===== config.mk =====
export PLATFORM = sky130hd
export DESIGN_NAME = uart_rx_byte
export DESIGN_NICKNAME = d
export VERILOG_FILES = /design/src/rtl/uart_pkg.sv /design/src/rtl/sync_2ff.sv /design/src/rtl/uart_rx_byte.sv
export SDC_FILE = /design/constraint.sdc
export NUM_CORES = 1
export LEC_CHECK = 0
export ABC_AREA = 1
export CAP_MARGIN = 30
export CELL_PAD_IN_SITES_DETAIL_PLACEMENT = 1
export CELL_PAD_IN_SITES_GLOBAL_PLACEMENT = 2
export CORE_UTILIZATION = 36
export CTS_CLUSTER_DIAMETER = 50
export CTS_CLUSTER_SIZE = 40
export DETAILED_ROUTE_END_ITERATION = 12
export MAX_ROUTING_LAYER = met4
export PLACE_DENSITY = 0.84
export SLEW_MARGIN = 20
export SYNTH_ARGS = -nofsm -noshare
export SYNTH_HDL_FRONTEND = slang
export SYNTH_SLANG_ARGS = --single-unit

===== constraint.sdc =====
create_clock -name clk -period 2.7 [get_ports clk]
set_clock_uncertainty 0.2 [all_clocks]
set_input_delay 0.54 -clock clk [delete_from_list [all_inputs] [get_ports clk]]
set_output_delay 0.54 -clock clk [all_outputs]
set_load 0.01 [all_outputs]

===== src/rtl/uart_pkg.sv =====
// Shared UART definitions for the receiver and the future transmitter.
//   uart_state_t     : receiver FSM states
//   DATA_BITS        : payload bits per frame
//   CLKS_PER_BIT_DEF : default bit period in clk cycles (100 MHz / 115200)
package uart_pkg;

    localparam int unsigned DATA_BITS        = 8;
    localparam int unsigned CLKS_PER_BIT_DEF = 868;

    typedef enum logic [2:0] {
        IDLE,
        START,
        DATA,
        PARITY,
        STOP
    } uart_state_t;

endpackage


===== src/rtl/sync_2ff.sv =====
// Generic 1-bit two-flop synchroniser for an asynchronous input.
//   clk : destination clock
//   rst : synchronous, active-high reset (both flops reset to 1)
//   d   : asynchronous input
//   q   : synchronised output, two clk cycles of latency
module sync_2ff (
    input  logic clk,
    input  logic rst,
    input  logic d,
    output logic q
);

    logic meta;

    always_ff @(posedge clk) begin
        if (rst) begin
            meta <= 1'b1;
            q    <= 1'b1;
        end else begin
            meta <= d;
            q    <= meta;
        end
    end

endmodule


===== src/rtl/uart_rx_byte.sv =====
// UART receiver: 1 start bit, 8 data bits LSB-first, optional parity, 1 stop bit.
//   clk        : system clock
//   rst        : synchronous, active-high reset
//   rx         : raw serial line, asynchronous, idle high
//   data_out   : last accepted byte, held until the next accepted frame
//   rx_done    : one-cycle pulse when data_out is updated
//   parity_err : one-cycle pulse alongside rx_done when parity mismatched
//   frame_err  : one-cycle pulse when the stop bit sampled 0
//   busy       : high whenever the FSM is not idle
module uart_rx_byte
    import uart_pkg::*;
#(
    parameter int unsigned CLKS_PER_BIT = CLKS_PER_BIT_DEF,
    parameter bit          PARITY_EN    = 1'b0,
    parameter bit          PARITY_ODD   = 1'b0
) (
    input  logic                 clk,
    input  logic                 rst,
    input  logic                 rx,
    output logic [DATA_BITS-1:0] data_out,
    output logic                 rx_done,
    output logic                 parity_err,
    output logic                 frame_err,
    output logic                 busy
);

    localparam int unsigned CW = $clog2(CLKS_PER_BIT);
    localparam int unsigned BW = $clog2(DATA_BITS);
    localparam logic [CW-1:0] FULL_LAST = CW'(CLKS_PER_BIT - 1);
    localparam logic [CW-1:0] HALF_LAST = CW'(CLKS_PER_BIT / 2 - 1);
    localparam logic [BW-1:0] BIT_LAST  = BW'(DATA_BITS - 1);

    logic rx_s;

    sync_2ff u_sync (
        .clk (clk),
        .rst (rst),
        .d   (rx),
        .q   (rx_s)
    );

    uart_state_t          state_q, state_d;
    logic [CW-1:0]        cnt_q, cnt_d;
    logic [BW-1:0]        bit_q, bit_d;
    logic [DATA_BITS-1:0] shift_q, shift_d;
    logic [DATA_BITS-1:0] data_q, data_d;
    logic                 armed_q, armed_d;
    logic                 mismatch_q, mismatch_d;
    logic                 done_q, done_d;
    logic                 perr_q, perr_d;
    logic                 ferr_q, ferr_d;

    always_ff @(posedge clk) begin
        if (rst) begin
            state_q    <= IDLE;
            cnt_q      <= '0;
            bit_q      <= '0;
            shift_q    <= '0;
            data_q     <= '0;
            armed_q    <= 1'b0;
            mismatch_q <= 1'b0;
            done_q     <= 1'b0;
            perr_q     <= 1'b0;
            ferr_q     <= 1'b0;
        end else begin
            state_q    <= state_d;
            cnt_q      <= cnt_d;
            bit_q      <= bit_d;
            shift_q    <= shift_d;
            data_q     <= data_d;
            armed_q    <= armed_d;
            mismatch_q <= mismatch_d;
            done_q     <= done_d;
            perr_q     <= perr_d;
            ferr_q     <= ferr_d;
        end
    end

    always_comb begin
        state_d    = state_q;
        cnt_d      = cnt_q + 1'b1;
        bit_d      = bit_q;
        shift_d    = shift_q;
        data_d     = data_q;
        armed_d    = armed_q;
        mismatch_d = mismatch_q;
        done_d     = 1'b0;
        perr_d     = 1'b0;
        ferr_d     = 1'b0;

        unique case (state_q)
            IDLE: begin
                cnt_d      = '0;
                mismatch_d = 1'b0;
                // A line stuck low after a bad frame must go high before we re-arm.
                if (rx_s) begin
                    armed_d = 1'b1;
                end
                if (armed_q && !rx_s) begin
                    state_d = START;
                end
            end
            START: begin
                if (cnt_q == HALF_LAST) begin
                    cnt_d   = '0;
                    state_d = rx_s ? IDLE : DATA;
                end
            end
            DATA: begin
                if (cnt_q == FULL_LAST) begin
                    cnt_d   = '0;
                    shift_d = {rx_s, shift_q[DATA_BITS-1:1]};
                    bit_d   = bit_q + 1'b1;  // wraps to 0 on the last bit
                    if (bit_q == BIT_LAST) begin
                        state_d = PARITY_EN ? PARITY : STOP;
                    end
                end
            end
            PARITY: begin
                if (cnt_q == FULL_LAST) begin
                    cnt_d      = '0;
                    mismatch_d = ((^shift_q) ^ rx_s) != PARITY_ODD;
                    state_d    = STOP;
                end
            end
            STOP: begin
                if (cnt_q == FULL_LAST) begin
                    cnt_d   = '0;
                    armed_d = 1'b0;
                    state_d = IDLE;
                    if (rx_s) begin
                        data_d = shift_q;
                        done_d = 1'b1;
                        perr_d = mismatch_q & PARITY_EN;
                    end else begin
                        ferr_d = 1'b1;
                    end
                end
            end
            default: begin
                cnt_d   = '0;
                state_d = IDLE;
            end
        endcase
    end

    assign data_out   = data_q;
    assign rx_done    = done_q;
    assign parity_err = perr_q;
    assign frame_err  = ferr_q;
    assign busy       = (state_q != IDLE);

endmodule


==> run summary, run 1 <==
Pin count of the biggest net entering global routing: 22
Initial Util: 37.6%
Die width: 69.4 um
Syn nets: 211
Share of layout cells above drive strength 1: 14.5%
Final Max Slew Viols: 0
Maximum fanout along the worst path: 7
Instance count of the mapped netlist: 204
Die Area: 4820 um2
Fin cells: 273
Min-delay worst type: reg2reg
Most common cell after layout, fill and taps aside: dfxtp_1
Final setup viols: 0
Clk sinks: 37
Seq/Total Area, Yosys: 45.3%
PostCTS Resize Cnt: 0
Die height: 69.4 um
Area Growth Syn to Fin: 17.4%
Largest cells by area after synthesis: dfxtp_1 (45%), nand2_1 (7.6%), inv_1 (6.0%)
NumNets Final: 227
Fillers: 537
Synth area leader: dfxtp_1
Critical path startpoint: state_q[1]
Synth unique cells: 27
Worst EP required: 1.96 ns
Worst slew margin: 63.6%
Gr usage total: 16.8%
Synth top area share: 45.3%
Mapped Avg Cell Area: 8.02 um2
Crit path cell chain: nor2_2 > inv_1 > nor2_1 > inv_1 > clkdlybuf4s50_1
Detailed Place HPWL: 2.65 mm
Placed Cells: 265
Setup crit end kind: output port
Pre-antenna DRT Iters: 4
Clk slew on worst S/H paths: 0.07 ns
Highest clock rate: 412 MHz
PwrDens: 804 nW/um2
Via count: 1305
Fin crit share: 89.8%
Final hold vios: 0
Leak Pwr: 0.776 nW
Vias in the first global route: 1381
Initial antenna violation count: 0
Post-CTS Hold Fix Bufs: 0
Later-pin clock latency in the skew report: 0.29 ns
Min Tclk post-route: 2.43 ns
TritonCTS clock tree: yes
Most frequent cells in the layout: dfxtp_1 (37), nand2_1 (33), inv_1 (26), nor2_1 (20), a21oi_1 (19)
IO Count: 15
GRT overflow: 0
Postcts setup bufs: 0
Max incr delay on CP: 0.48 ns
RSZ-0062 raised after global routing: no
Max IR drop VDD: 0.425 mV
#FFs+latches synth: 37
Yosys Warn Count: 0
CP startpoint kind: flip-flop
ANT nets after route: 0
CTS Buffer Depth: 2
Core Region: 4350 um2
Netlist Area Pre-Place: 1640 um2
DR iter-0 viols: 40
CP max stage cell: clkdlybuf4s50_1
Gpl congestion: 0.723
WL final: 3.51 mm
Critical Path Sink: busy
Cells on worst reg2reg path: 6
Port bufs: 13
Drc violations: 0
CTS buffer count: 5
RR Endpoint: shift_q[6]
H-tree levels: 2
Status: finished, final reports clean
RR Startpoint: cnt_q[0]
Avg WL per Cell: 12.9 um
Crit Path Class: reg2out
# diodes: 0
Most Frequent Cell on Critical Path: inv_1
Slew at the pin closest to its max-slew limit: 0.545 ns
CTS root buffer: clkbuf_8
Row cnt: 24
Max-Cap Viols: 0
Setup_tns: 0 ns
Via/cell ratio: 4.78
First-pass GRT wire length: 6.27 mm
Reg2Reg Setup Slack: 0.64 ns
Crit path DAT: 1.69 ns
[critical path: cells and delay by family (launching register included)]
family | cells | cell delay [ns]
buffers and inverters | 3 | 0.61
and+or+nand+nor | 2 | 0.39
DFF | 1 | 0.39
[logic make-up after synthesis]
kind of cell | Yosys count | share of synthesized area (%)
buffers and inverters | 34 | 9.17
xor gates and xnor gates | 7 | 3.75
DFF | 37 | 45.3
and+or+nand+nor | 92 | 29.7
adders and majority gates | 4 | 3.06
AOI/OAI and AO/OA | 29 | 8.87
other | 1 | 0.229
[metrics by stage]
step / utilization [%] / area, um2 / total power (W) / worst slack (ns) / hold WS (ns)
6_report: 44.1 / 1920 / 0.00154 / 0.274 / 0.227
5_1_grt: 44.1 / 1920 / 0.00165 / 0.189 / 0.251
4_1_cts: 44.1 / 1920 / 0.00157 / 0.277 / 0.225
3_5_place_dp: 41.4 / 1800 / 0.00106 / 0.613 / 0.203
3_3_place_gp: 41.4 / 1800 / 0.00104 / 0.669 / 0.198
2_1_floorplan: - / 1640 / 0.000945 / 1.12 / 0.189
[flip-flops by register name, indices dropped and copies added, names as in the netlist]
name and count:
cnt_q 10, u_sync.meta 1, shift_q 8, state_q 3, frame_err 1, bit_q 3, u_sync.q 1, armed_q 1
data_out 8, rx_done 1
[layout make-up]
class                   count  area (um2)  share of cell area, %
well taps                  52        65.1                   3.39
flip-flops and latches     37         741                   38.5
repair buffers             15         145                   7.55
clock buffers               6        82.6                   4.30
multi-input cells         133         746                   38.8
inverters                  28         105                   5.47
clock inverters             2        37.5                   1.95
[power by group]
group	internal, W	total, W	switching, W
registers	0.000581	0.000628	0.0000478
clock network	0.000300	0.000498	0.000198
logic	0.000149	0.000418	0.000270
[synthesized netlist by cell type, drive strengths merged]
cell and count:
nand4 3, or2 2, buf 4, a21oi 19, xnor2 1, nand2 38, nor3b 1, nand3b 1
o21ai 10, ha 4, nand3 18, dfxtp 37, nor2 27, nor3 2, clkbuf 2, conb 1
inv 28, xor2 6
[how the worst min path moves through the flow]
stage / startpoint / cells after the start / end / slack, ns
floorplan: u_sync.meta / 1 / u_sync.q / 0.19
detailed placement: u_sync.meta / 1 / u_sync.q / 0.20
CTS: u_sync.meta / 1 / u_sync.q / 0.22
global route: u_sync.meta / 1 / u_sync.q / 0.25
finish: u_sync.meta / 1 / u_sync.q / 0.23
global placement: u_sync.meta / 1 / u_sync.q / 0.20
[metal layers]
layer / share of wire [%] / GRT usage [%] / up-vias
met5: 0 / - / -
met4: 2.2 / 6.58 / 0
met3: 2.3 / 3.92 / 6
met2: 48 / 27.5 / 9
met1: 48 / 19.8 / 613
li1: - / - / 677
Power figures use the tool's default switching activity.
==> run 2, diff against run 1 <==
==> constraint.sdc (replaced) <==
create_clock -name clk -period 3.1 [get_ports clk]
set_clock_uncertainty 0.2 [all_clocks]
set_input_delay 0.62 -clock clk [delete_from_list [all_inputs] [get_ports clk]]
set_output_delay 0.62 -clock clk [all_outputs]
set_load 0.01 [all_outputs]
==> run 2 against run 1 <==
  * Clock power is 13% lower
  * Global-route usage is 0.41 points lower
  * Wire length down 0.51%
  * Combinational power fell by 15%
  * Register-to-register slack better by 0.39 ns
  * Cell count is 0.37% lower
  * Critical path type unchanged
  * Final area fell by 0.39%
  * Highest routed layer unchanged
  * Sequential share of layout area grew 0.15 points
  * Total power shrank 13%
  * Sequential power is 13% lower
  * Worst setup slack better by 0.36 ns
  * Utilization shrank 0.17 points
  * Critical endpoint unchanged
  * Largest cell class unchanged
==> run summary, run 2 (synthesized netlist as in run 1, its figures left out) <==
Status: finished, final reports clean
Pin count of the biggest net entering global routing: 22
Final hold vios: 0
Pre-antenna DRT Iters: 4
Core Region: 4350 um2
ANT nets after route: 0
Die width: 69.4 um
Min Tclk post-route: 2.47 ns
Hold Path Cell Cnt: 1
Final Max Slew Viols: 0
NumNets Final: 226
GRT overflow: 0
Vias in the first global route: 1364
Gr usage total: 16.4%
Most frequent cells in the layout: dfxtp_1 (37), nand2_1 (33), inv_1 (26), nor2_1 (20), a21oi_1 (19)
PostCTS Resize Cnt: 0
RR Endpoint: shift_q[0]
Reg2Reg Setup Slack: 1.03 ns
IO Count: 15
Die Area: 4820 um2
Die height: 69.4 um
Cells on worst reg2reg path: 6
Clk sinks: 37
WL final: 3.50 mm
# diodes: 0
Setup_tns: 0 ns
Later-pin clock latency in the skew report: 0.29 ns
PwrDens: 698 nW/um2
Min-delay worst type: reg2reg
Port bufs: 13
Fin area: 1910 um2
Largest Register: cnt_q
Crit Path Class: reg2out
DR iter-0 viols: 12
Slew at the pin closest to its max-slew limit: 0.533 ns
H-tree levels: 2
Final setup viols: 0
Fin crit share: 79.7%
Clk slew on worst S/H paths: 0.07 ns
CP startpoint kind: flip-flop
Row cnt: 24
Max reg flops: 10
Worst slew margin: 64.4%
Via/cell ratio: 4.83
Maximum fanout along the worst path: 7
CTS root buffer: clkbuf_8
CTS Buffer Depth: 2
Initial antenna violation count: 0
RSZ-0062 raised after global routing: no
Avg WL per Cell: 12.8 um
Leak Pwr: 0.772 nW
Hold wc startpoint: u_sync.meta
Highest clock rate: 405 MHz
Postcts setup bufs: 0
Initial Util: 37.6%
Via count: 1313
Max IR drop VDD: 0.297 mV
First-pass GRT wire length: 6.06 mm
Worst EP required: 2.28 ns
TritonCTS clock tree: yes
Detailed Place HPWL: 2.70 mm
Most common cell after layout, fill and taps aside: dfxtp_1
CTS buffer count: 5
Share of layout cells above drive strength 1: 14.1%
Setup crit end kind: output port
Hold Path End: u_sync.q
DP Area: 1790 um2
Final Core Density: 44.0%
Post-CTS Hold Fix Bufs: 0
Gpl congestion: 0.843
Max-Cap Viols: 0
Area Growth Syn to Fin: 17.0%
RR Startpoint: cnt_q[0]
Drc violations: 0
Crit path DAT: 1.65 ns
==> run 2: final cells by class <==
cell class                 count  area [um2]
clock inverter                 2        37.5
clock buffer                   6        82.6
sequential                    37         741
fill                         561        2440
tap                           52        65.1
multi-input combinational    133         746
inverter                      28         105
timing repair buffer          14         138
==> run 2: how the worst max path moves through the flow <==
stage	start	end	slack (ns)
after global routing	state_q[1]	busy	0.49
after global placement	rst	cnt_q[3]	0.95
after detailed placement	rst	cnt_q[3]	0.90
final	state_q[1]	busy	0.63
after CTS	state_q[1]	busy	0.60
after floorplan	state_q[1]	busy	1.49
==> run 2: metrics by stage <==
step / hold WS [ns] / power (W) / setup WS, ns / instances
floorplan: 0.189 / 0.000823 / 1.49 / 204
global placement: 0.197 / 0.000910 / 0.955 / 264
detailed placement: 0.211 / 0.000920 / 0.904 / 264
CTS: 0.229 / 0.00136 / 0.595 / 272
global route: 0.256 / 0.00143 / 0.494 / 272
finish: 0.233 / 0.00134 / 0.630 / 272
==> run 2: per-layer routing <==
layer	GRT usage (%)	share of wire (%)
met1	18.2	44
met2	27.1	51
met3	4.22	2.4
met4	8.16	3.1
met5	-	0
==> run 2: where the power goes <==
part / switching [W] / internal, W
clock: 0.000172 / 0.000261
combinational: 0.000226 / 0.000129
sequential: 0.0000427 / 0.000506
==> run 2: worst max-delay path, stage by stage, from the launching register on <==
cell and delay, ns:
dfxtp_1 0.38, nor2_2 0.20, inv_1 0.06, nor2_1 0.17, inv_1 0.07, clkdlybuf4s50_1 0.48
==> run 3, diff against run 2 <==
--- a/config.mk
+++ b/config.mk
@@ -9,12 +9,12 @@
 export CAP_MARGIN = 30
 export CELL_PAD_IN_SITES_DETAIL_PLACEMENT = 1
 export CELL_PAD_IN_SITES_GLOBAL_PLACEMENT = 2
-export CORE_UTILIZATION = 36
+export CORE_UTILIZATION = 30
 export CTS_CLUSTER_DIAMETER = 50
 export CTS_CLUSTER_SIZE = 40
 export DETAILED_ROUTE_END_ITERATION = 12
 export MAX_ROUTING_LAYER = met4
-export PLACE_DENSITY = 0.84
+export PLACE_DENSITY = 0.75
 export SLEW_MARGIN = 20
 export SYNTH_ARGS = -nofsm -noshare
 export SYNTH_HDL_FRONTEND = slang
==> constraint.sdc (replaced) <==
create_clock -name clk -period 2 [get_ports clk]
set_clock_uncertainty 0.2 [all_clocks]
set_input_delay 0.4 -clock clk [delete_from_list [all_inputs] [get_ports clk]]
set_output_delay 0.4 -clock clk [all_outputs]
set_load 0.01 [all_outputs]
==> run 3 against run 2 <==
  * Utilization shrank 5.9 points
  * Largest power group unchanged
  * Flip-flop and latch count did not move
  * Largest cell class unchanged
  * Register-to-register slack worse by 0.75 ns
  * Clock-buffer cell count decreased by 1
  * Via count decreased by 3.4%
  * Critical endpoint unchanged
==> run summary, run 3 (synthesized netlist as in run 1, its figures left out) <==
Status: finished, final reports clean
Crit path DAT: 1.25 ns
Via/cell ratio: 4.30
TritonCTS clock tree: yes
Gpl congestion: 0.690
Gr usage total: 13.0%
Leak Pwr: 0.800 nW
Initial antenna violation count: 0
Maximum fanout along the worst path: 4
GRT overflow: 0
Port bufs: 13
Highest clock rate: 541 MHz
Final Max Slew Viols: 0
Setup_tns: 0 ns
NumNets Final: 232
Crit Path Class: reg2out
CTS buffer count: 5
DR iter-0 viols: 29
Pin count of the biggest net entering global routing: 22
Hold Path Cell Cnt: 1
Fin cells: 295
WL final: 3.18 mm
IO Count: 15
Comb pwr share: 29.3%
Min-delay worst type: reg2reg
Cells on worst reg2reg path: 8
Switching part of the total power: 32.9%
Area Growth Syn to Fin: 20.2%
Placed Cells: 288
CTS Buffer Depth: 2
Final hold vios: 0
Metal-1 WL: 1.59 mm
Final setup viols: 0
Worst EP required: 1.40 ns
CTS root buffer: clkbuf_8
Fin crit share: 92.3%
RSZ-0062 raised after global routing: no
Max IR drop VDD: 0.376 mV
Switching pwr: 0.000674 W
H-tree levels: 2
Max-Cap Viols: 0
# diodes: 0
Later-pin clock latency in the skew report: 0.28 ns
Most common cell after layout, fill and taps aside: dfxtp_1
ANT nets after route: 0
Sequential Power Share: 40.6%
Pint: 0.00137 W
PwrDens: 1040 nW/um2
First-pass GRT wire length: 5.33 mm
Highest metal used: met4
Share of layout cells above drive strength 1: 16.4%
Drc violations: 0
Initial Util: 31.6%
Avg WL per Cell: 10.8 um
Die width: 75.9 um
CP startpoint kind: flip-flop
Min Tclk post-route: 1.85 ns
Max reg flops: 10
Via count: 1268
Clk pwr share: 30.2%
Die Area: 5750 um2
Vias in the first global route: 1180
Pre-antenna DRT Iters: 3
Met3 wire length: 72 um
Detailed Place HPWL: 2.35 mm
Core Region: 5170 um2
Clk slew on worst S/H paths: 0.07 ns
Routed wl met2: 1.46 mm
Setup crit end kind: output port
Row cnt: 26
Postcts setup bufs: 0
Post-CTS Hold Fix Bufs: 0
Most frequent cells in the layout: dfxtp_1 (37), nand2_1 (33), inv_1 (26), a21oi_1 (19), nor2_1 (19)
Clk sinks: 37
Die height: 75.9 um
Largest Register: cnt_q
[run 3: area by class of cell]
class | count | area (um2)
fillers | 644 | 3210
multi-input cells | 133 | 748
flip-flops and latches | 37 | 741
repair buffers | 20 | 181
inverters | 28 | 105
well taps | 70 | 87.6
clock buffers | 5 | 68.8
clock inverters | 2 | 35.0
[run 3: worst paths after layout]
check | from | end | slack [ns]
max reg2reg | cnt_q[1] | data_out[6] | 0.28
max | state_q[0] | busy | 0.15
min reg2reg | u_sync.meta | u_sync.q | 0.21
min | u_sync.meta | u_sync.q | 0.21
[run 3: critical path, stage by stage (launching register included)]
cell	delay (ns)
dfxtp_1	0.35
nor2_2	0.13
inv_1	0.05
nor2_2	0.12
inv_1	0.05
dlygate4sd2_1	0.27
[run 3: routing by layer]
layer | track usage [%] | vias up
li1 | - | 679
met2 | 19.9 | 8
met1 | 15.9 | 576
met5 | - | -
met4 | 6.79 | 0
met3 | 3.17 | 5
[run 3: repair_timing]
action	CTS	global route
setup endpoints to repair	1	0
endpoints found under the hold margin	0	0
resized for setup	2	0
[run 3: power groups by stage]
| stage | logic [W] | registers, W | clock network (W) |
|---|---|---|---|
| final | 0.000600 | 0.000831 | 0.000618 |
| after global placement | 0.000622 | 0.000846 | 0 |
| after detailed placement | 0.000623 | 0.000848 | 0 |
| after CTS | 0.000617 | 0.000833 | 0.000650 |
| after global routing | 0.000700 | 0.000838 | 0.000678 |
| after floorplan | 0.000424 | 0.000852 | 0 |
[run 3: metrics by stage]
step	cell area, um2	hold slack [ns]	utilization (%)	setup WS, ns	total power [W]
after floorplan	1640	0.189	-	0.425	0.00128
after global placement	1860	0.191	36.0	0.249	0.00147
after detailed placement	1860	0.196	36.0	0.212	0.00147
after CTS	1970	0.214	38.0	0.135	0.00210
after global routing	1970	0.257	38.0	0.0397	0.00222
final	1970	0.211	38.0	0.153	0.00205
